`src/rtl/hw_fpga_top_uart_regs.sv`:
```
// UART register-access debug port: 10-byte 5B..A4 frames read/write 32-bit registers.
// Define DEBUG_SCRATCHPAD_EN to map a read/write scratchpad at index 0x03.
module hw_fpga_top_uart_regs #(
    parameter int unsigned CLK_FREQ_HZ    = 100000000,
    parameter int unsigned BAUD_RATE      = 115200,
    parameter logic [31:0] FPGA_VERSION   = 32'h0001_0000,
    parameter logic [31:0] FPGA_ID        = 32'h4844_5746,
    parameter logic [31:0] BUILD_DATE     = 32'h2025_0101,
    parameter int unsigned HEARTBEAT_CLKS = CLK_FREQ_HZ / 2
) (
    input  logic HDW_FPGA_100M_CLK,
    input  logic HDW_DEVRST_N,
    input  logic HDW_DBUG_SCLK,
    output logic HDW_DBUG_HEADER2,
    output logic HDW_FPGA_DONE,
    output logic HDW_FPGA_STAT_LED1,
    output logic HDW_FPGA_STAT_LED2
);
    localparam int unsigned CLKS_PER_BIT = CLK_FREQ_HZ / BAUD_RATE;
    localparam int unsigned CNT_W        = $clog2(CLKS_PER_BIT);
    localparam int unsigned TMO_CLKS     = 16 * CLKS_PER_BIT;
    localparam int unsigned TMO_W        = $clog2(TMO_CLKS);
    localparam int unsigned HB_W         = $clog2(HEARTBEAT_CLKS);
    localparam logic [CNT_W-1:0] FULL_BIT = CNT_W'(CLKS_PER_BIT - 1);
    localparam logic [CNT_W-1:0] HALF_BIT = CNT_W'(CLKS_PER_BIT / 2 - 1);

    logic clk, rst_n;
    assign clk   = HDW_FPGA_100M_CLK;
    assign rst_n = HDW_DEVRST_N;

    typedef enum logic [1:0] {RxIdle, RxStart, RxData, RxStop} rx_state_e;
    typedef enum logic [2:0] {StHunt, StCollect, StCheck, StExec, StRespond} p_state_e;

    rx_state_e rx_state_q, rx_state_d;
    logic rxd_meta, rxd_sync, rxd_prev;
    logic [CNT_W-1:0] rx_cnt_q, rx_cnt_d;
    logic [2:0] rx_bit_q, rx_bit_d;
    logic [7:0] rx_shift_q, rx_shift_d;
    logic rx_valid_q, rx_valid_d, rx_err_q, rx_err_d;

    logic [9:0] tx_shift_q, tx_shift_d;
    logic [3:0] tx_left_q, tx_left_d;
    logic [CNT_W-1:0] tx_cnt_q, tx_cnt_d;
    logic txd_q, tx_idle, tx_ready, tx_start;
    logic [7:0] tx_byte;

    p_state_e p_state_q, p_state_d;
    logic [2:0] byte_cnt_q, byte_cnt_d;
    logic [63:0] frame_q, frame_d;
    logic [3:0] resp_idx_q, resp_idx_d;
    logic [31:0] rdata_q, rdata_d, reg_rdata;
    logic [TMO_W-1:0] tmo_q, tmo_d;
    logic led2_q, led2_d, led1_q, done_q;
    logic [HB_W-1:0] hb_cnt_q;
`ifdef DEBUG_SCRATCHPAD_EN
    logic [31:0] scratch_q;
    logic scratch_we;
`endif

    // Receiver: start bit re-checked mid-bit, data and stop sampled at bit centres.
    always_comb begin
        rx_state_d = rx_state_q;
        rx_cnt_d   = rx_cnt_q + 1'b1;
        rx_bit_d   = rx_bit_q;
        rx_shift_d = rx_shift_q;
        rx_valid_d = 1'b0;
        rx_err_d   = 1'b0;
        unique case (rx_state_q)
            RxIdle: begin
                rx_cnt_d = '0;
                if (rxd_prev && !rxd_sync) rx_state_d = RxStart;
            end
            RxStart: begin
                if (rx_cnt_q == HALF_BIT) begin
                    rx_cnt_d   = '0;
                    rx_bit_d   = '0;
                    rx_state_d = rxd_sync ? RxIdle : RxData;
                end
            end
            RxData: begin
                if (rx_cnt_q == FULL_BIT) begin
                    rx_cnt_d   = '0;
                    rx_shift_d = {rxd_sync, rx_shift_q[7:1]};
                    rx_bit_d   = rx_bit_q + 1'b1;
                    if (rx_bit_q == 3'd7) rx_state_d = RxStop;
                end
            end
            RxStop: begin
                if (rx_cnt_q == FULL_BIT) begin
                    rx_state_d = RxIdle;
                    rx_valid_d = rxd_sync;
                    rx_err_d   = !rxd_sync;
                end
            end
            default: rx_state_d = RxIdle;
        endcase
    end

    // Loading on the last stop-bit clock gives back-to-back bytes with no gap.
    assign tx_idle  = (tx_left_q == 4'd0);
    assign tx_ready = tx_idle || (tx_left_q == 4'd1 && tx_cnt_q == FULL_BIT);

    always_comb begin
        tx_shift_d = tx_shift_q;
        tx_left_d  = tx_left_q;
        tx_cnt_d   = tx_cnt_q;
        if (tx_start) begin
            tx_shift_d = {1'b1, tx_byte, 1'b0};
            tx_left_d  = 4'd10;
            tx_cnt_d   = '0;
        end else if (!tx_idle) begin
            if (tx_cnt_q == FULL_BIT) begin
                tx_cnt_d   = '0;
                tx_shift_d = {1'b1, tx_shift_q[9:1]};
                tx_left_d  = tx_left_q - 4'd1;
            end else begin
                tx_cnt_d = tx_cnt_q + 1'b1;
            end
        end
    end

    always_comb begin
        unique case (frame_q[39:32])
            8'h00:   reg_rdata = FPGA_VERSION;
            8'h01:   reg_rdata = FPGA_ID;
            8'h02:   reg_rdata = BUILD_DATE;
`ifdef DEBUG_SCRATCHPAD_EN
            8'h03:   reg_rdata = scratch_q;
`endif
            default: reg_rdata = 32'h0;
        endcase
    end

    always_comb begin
        unique case (resp_idx_q)
            4'd0:    tx_byte = 8'h5B;
            4'd1:    tx_byte = frame_q[63:56];
            4'd2:    tx_byte = frame_q[55:48];
            4'd3:    tx_byte = frame_q[47:40];
            4'd4:    tx_byte = frame_q[39:32];
            4'd5:    tx_byte = rdata_q[31:24];
            4'd6:    tx_byte = rdata_q[23:16];
            4'd7:    tx_byte = rdata_q[15:8];
            4'd8:    tx_byte = rdata_q[7:0];
            default: tx_byte = 8'hA4;
        endcase
    end

    always_comb begin
        p_state_d  = p_state_q;
        byte_cnt_d = byte_cnt_q;
        frame_d    = frame_q;
        resp_idx_d = resp_idx_q;
        rdata_d    = rdata_q;
        tmo_d      = '0;
        led2_d     = led2_q;
        tx_start   = 1'b0;
`ifdef DEBUG_SCRATCHPAD_EN
        scratch_we = 1'b0;
`endif
        unique case (p_state_q)
            StHunt: begin
                byte_cnt_d = '0;
                if (rx_valid_q && rx_shift_q == 8'h5B) p_state_d = StCollect;
            end
            StCollect, StCheck: begin
                if (rx_err_q) begin
                    p_state_d = StHunt;
                end else if (rx_valid_q) begin
                    if (p_state_q == StCheck) begin
                        p_state_d = (rx_shift_q == 8'hA4) ? StExec : StHunt;
                    end else begin
                        frame_d    = {frame_q[55:0], rx_shift_q};
                        byte_cnt_d = byte_cnt_q + 1'b1;
                        if (byte_cnt_q == 3'd7) p_state_d = StCheck;
                    end
                end else if (tmo_q == TMO_W'(TMO_CLKS - 1)) begin
                    p_state_d = StHunt;
                end else begin
                    tmo_d = tmo_q + 1'b1;
                end
            end
            StExec: begin
`ifdef DEBUG_SCRATCHPAD_EN
                scratch_we = frame_q[63] && (frame_q[39:32] == 8'h03);
`endif
                led2_d     = !led2_q;
                resp_idx_d = '0;
                p_state_d  = StRespond;
            end
            StRespond: begin
                // First cycle here sees the register after the EXEC write.
                if (resp_idx_q == 4'd0) rdata_d = reg_rdata;
                if (resp_idx_q == 4'd10) begin
                    if (tx_idle) p_state_d = StHunt;
                end else if (tx_ready) begin
                    tx_start   = 1'b1;
                    resp_idx_d = resp_idx_q + 4'd1;
                end
            end
            default: p_state_d = StHunt;
        endcase
    end

    always_ff @(posedge clk or negedge rst_n) begin
        if (!rst_n) begin
            rxd_meta   <= 1'b1;
            rxd_sync   <= 1'b1;
            rxd_prev   <= 1'b1;
            rx_state_q <= RxIdle;
            rx_cnt_q   <= '0;
            rx_bit_q   <= '0;
            rx_shift_q <= '0;
            rx_valid_q <= 1'b0;
            rx_err_q   <= 1'b0;
            tx_shift_q <= '1;
            tx_left_q  <= '0;
            tx_cnt_q   <= '0;
            txd_q      <= 1'b1;
            p_state_q  <= StHunt;
            byte_cnt_q <= '0;
            frame_q    <= '0;
            resp_idx_q <= '0;
            rdata_q    <= '0;
            tmo_q      <= '0;
            led2_q     <= 1'b0;
        end else begin
            rxd_meta   <= HDW_DBUG_SCLK;
            rxd_sync   <= rxd_meta;
            rxd_prev   <= rxd_sync;
            rx_state_q <= rx_state_d;
            rx_cnt_q   <= rx_cnt_d;
            rx_bit_q   <= rx_bit_d;
            rx_shift_q <= rx_shift_d;
            rx_valid_q <= rx_valid_d;
            rx_err_q   <= rx_err_d;
            tx_shift_q <= tx_shift_d;
            tx_left_q  <= tx_left_d;
            tx_cnt_q   <= tx_cnt_d;
            txd_q      <= (tx_left_d == 4'd0) ? 1'b1 : tx_shift_d[0];
            p_state_q  <= p_state_d;
            byte_cnt_q <= byte_cnt_d;
            frame_q    <= frame_d;
            resp_idx_q <= resp_idx_d;
            rdata_q    <= rdata_d;
            tmo_q      <= tmo_d;
            led2_q     <= led2_d;
        end
    end

`ifdef DEBUG_SCRATCHPAD_EN
    always_ff @(posedge clk or negedge rst_n) begin
        if (!rst_n) scratch_q <= '0;
        else if (scratch_we) scratch_q <= frame_q[31:0];
    end
`endif

    always_ff @(posedge clk or negedge rst_n) begin
        if (!rst_n) begin
            done_q   <= 1'b0;
            led1_q   <= 1'b0;
            hb_cnt_q <= '0;
        end else begin
            done_q <= 1'b1;
            if (hb_cnt_q == HB_W'(HEARTBEAT_CLKS - 1)) begin
                hb_cnt_q <= '0;
                led1_q   <= !led1_q;
            end else begin
                hb_cnt_q <= hb_cnt_q + 1'b1;
            end
        end
    end

    assign HDW_DBUG_HEADER2   = txd_q;
    assign HDW_FPGA_DONE      = done_q;
    assign HDW_FPGA_STAT_LED1 = led1_q;
    assign HDW_FPGA_STAT_LED2 = led2_q;
endmodule

```
`config.mk`:
```
export PLATFORM = sky130hd
export DESIGN_NAME = hw_fpga_top_uart_regs
export DESIGN_NICKNAME = d
export VERILOG_FILES = /design/src/rtl/hw_fpga_top_uart_regs.sv
export SDC_FILE = /design/constraint.sdc
export NUM_CORES = 1
export LEC_CHECK = 0
export ABC_AREA = 1
export BUFFER_PORTS_ARGS = -buffer_cell sky130_fd_sc_hd__buf_4
export CAP_MARGIN = 20
export CELL_PAD_IN_SITES_DETAIL_PLACEMENT = 0
export CELL_PAD_IN_SITES_GLOBAL_PLACEMENT = 1
export CORE_ASPECT_RATIO = 0.5
export CORE_MARGIN = 2
export CORE_UTILIZATION = 51
export CTS_BUF_LIST = sky130_fd_sc_hd__clkbuf_8
export DETAILED_ROUTE_END_ITERATION = 10
export PLACE_DENSITY_LB_ADDON = 0.1
export SKIP_LAST_GASP = 1
export SLEW_MARGIN = 20
export SYNTH_ARGS = -nofsm -noshare
export SYNTH_HDL_FRONTEND = slang
export SYNTH_SLANG_ARGS = --single-unit
```
`constraint.sdc`:
```
create_clock -name HDW_FPGA_100M_CLK -period 2.1 [get_ports HDW_FPGA_100M_CLK]
set_input_delay 0.315 -clock HDW_FPGA_100M_CLK [delete_from_list [all_inputs] [get_ports HDW_FPGA_100M_CLK]]
set_output_delay 0.315 -clock HDW_FPGA_100M_CLK [all_outputs]
set_load 0.02 [all_outputs]
```
==> metrics.txt <==
Max Clock Skew 0.01462 ns; gate family responsible for the most delay along the worst path simple AND/OR/NAND/NOR gates; WL final 16920 um; sequential power share 55.8%; CTS tree yes; Buf/Inv on CP 3; final setup TNS 0 ns; failing checks DRC; post-DP HPWL 12090 um; Yosys warnings 0; TritonCTS buffer count 17; number of remaining DRC errors 2; CP max stage delay 0.42 ns; CTS clk-pin slew, worst paths 0.11 ns; Setup Buffers After CTS 0; Total GRT Usage 20.53%; 1st-pass router iterations 8; Via density 5.076; final setup fails 0; fin crit period 1.884 ns; worst path cell trace inv_1, ha_1, nand3_2, inv_1, nand2_4, nand2_4, inv_1, nor3_1; hold slack 0.3709 ns; number of synthesized flops with an enable pin 0; post-synth cell types 51; Min-Delay Path Class in -> async; Crit Path Category reg -> reg; clock share of power 39.1%; placer congestion estimate 0.8522; Post-Syn Nets 997; FFs w/ async S/R, synth 100.0%; fmax 530.8 MHz; syn_area_per_cell 8.771 um^2; total gr overflow 0; Antenna diodes 0; vias in the first global route 6201; Tightest Pin Transition 0.5145 ns; Synth Area in XOR/XNOR 2.961%; Routed Antenna Nets 0; RSZ-0062 raised after global routing false; largest family of logic cells by synthesized area simple AND/OR/NAND/NOR gates; Slew headroom 65.70%; CP arrival 2.27 ns; WL per Instance 13.62 um; initial drt markers 346; Post-Syn Area 8578 um^2; Crit-path slowest cell dfrtp_1; effective utilization at floorplan 52.20%; Die Y 95.71 um; Slew Limit Fails 0; crit path capture type register; MaxCap Viol Count 0; CTS max path bufs 2; Logic pwr share 5.2%; pin count of the biggest net entering global routing 51; Sink Count 174; IO buf count 6; final hold viol count 0; full die area 17940 um^2; insertion delay to the later sink of the worst-skew pair 0.47 ns; Adder-Cell Fraction of Synth Area 2.334%; Compound-Gate Fraction of Synth Area 6.097%; Req. time, crit path 2.48 ns; Mapped Cells 978; final period utilization 89.71%; total number of vias 6305; H-tree Lvls 4; sequential fraction of the synthesis area 50.96%; Int Pwr 4.661 mW; Final #Nets 1021; initial antenna violation count 0; area delta synth->final 9.131%; # IOs 7; simple-gate area share of the yosys netlist 26.12%; clock root cell clkbuf_8; Worst setup SP type register; ys flop type dfrtp_1; flops & latches, synth 174; status complete, but fails checks; Core Rows 33; power per cell area 677.2 nW/um^2; global-route wire length before repair 29500 um; # fillers 1543; fraction of layout cells with a size suffix above 1 14.98%; most frequent CP cell inv_1; CP Max Fanout 11; Switch Pwr 1.679 mW; switching portion of total power 26.48%; Lkg Pwr 4.540 nW; die width 187.4 um; area of the core 16430 um^2; VDD IR max 428.4 uV; multiplexer share of the synthesized area 4.463%
-- final timing paths --
kind	from	end	slack, ns	cells past startpoint
min reg2reg	rxd_meta	rxd_sync	0.37	0
max	tx_left_q[0]	tx_cnt_q[2]	0.22	8
max reg2reg	tx_left_q[0]	tx_cnt_q[2]	0.22	8
max in group asynchronous	HDW_DEVRST_N	rdata_q[16]	1.02	3
min in group HDW_FPGA_100M_CLK	rxd_meta	rxd_sync	0.37	0
min	HDW_DEVRST_N	frame_q[53]	0.37	2
-- metal layers --
layer	GRT usage [%]	routed length (um)
met1	27.64	8517
met2	34.70	7675
met3	4.120	569
met4	5.381	155
met5	0	0
-- synth_stat cells, drive strengths merged, types with 3 or more instances --
library cell	number	share of area (%)
inv	120	5.3
mux2	34	4.5
o211ai	3	0.32
xor2	22	2.2
ha	16	2.3
nor3	28	1.9
buf	14	1.5
nor4	3	0.29
dfrtp	160	47
nand2	233	11
nor2	121	6.1
nor3b	5	0.44
a21oi	24	1.5
nand3	71	4.4
dfstp	14	4.3
xnor2	7	0.71
o21ai	59	3.4
nand4	23	1.7
nand3b	3	0.26
-- logic make-up after synthesis --
kind of cell,Yosys count
and+or+nand+nor,491
DFF,174
buffers and inverters,138
AOI/OAI and AO/OA,95
muxes,34
xor gates and xnor gates,29
adders and majority gates,16
other,1
-- cell type report --
class | instances | area (um^2) | area share [%]
flip-flops and latches | 174 | 4372 | 46.70
repair buffers | 21 | 216.5 | 2.312
well taps | 227 | 284.0 | 3.034
inverters | 122 | 464.2 | 4.959
clock buffers | 17 | 234.0 | 2.499
clock inverters | 15 | 176.4 | 1.885
multi-input cells | 666 | 3615 | 38.61
-- power by group through the flow --
stage	Sequential [mW]	Combinational [mW]	Clock, mW
finish	3.53	0.329	2.48
global route	3.55	0.386	2.67
CTS	3.53	0.339	2.53
detailed placement	3.60	0.336	0
global placement	3.59	0.323	0
floorplan	3.58	0.203	0
-- state kept, by name, summed over array words and instances (netlist names), 8 cells and up, named ones only --
| register | cells |
|---|---|
| hb_cnt_q | 26 |
| tmo_q | 14 |
| tx_shift_q | 10 |
| frame_q | 64 |
| rx_cnt_q | 10 |
| tx_cnt_q | 10 |
| rx_shift_q | 8 |
-- cells in the final DEF (no fill, tap or decap), types with 15 or more instances in the layout --
master,Yosys,layout
nand2_1,221,221
ha_1,16,16
dfrtp_1,160,160
nor3_1,23,23
nor2_2,15,15
mux2_2,34,34
o21ai_0,56,55
xor2_1,22,22
clkbuf_8,0,17
nor2_1,102,102
nand3_1,68,67
inv_1,113,113
a21oi_1,23,23
nand4_1,23,23
-- per-stage QoR --
stage / worst slack, ns / cells / util [%] / power [mW] / area, um^2
6_report: 0.2161 / 1242 / 56.97 / 6.340 / 9361
5_1_grt: 0.01058 / 1242 / 56.97 / 6.610 / 9361
4_1_cts: 0.02884 / 1242 / 56.91 / 6.406 / 9351
3_5_place_dp: 0.05247 / 1208 / 54.29 / 3.935 / 8921
3_3_place_gp: 0.1579 / 1208 / 54.29 / 3.917 / 8921
2_1_floorplan: 0.5047 / 978 / - / 3.781 / 8578
-- repair_timing --
item,CTS,global route
endpoints found under the hold margin,34,0
endpoints found under the setup margin,0,9
gates resized for setup,0,3
hold buffers,2,0
No activity file was read; power rests on OpenSTA's default activity.
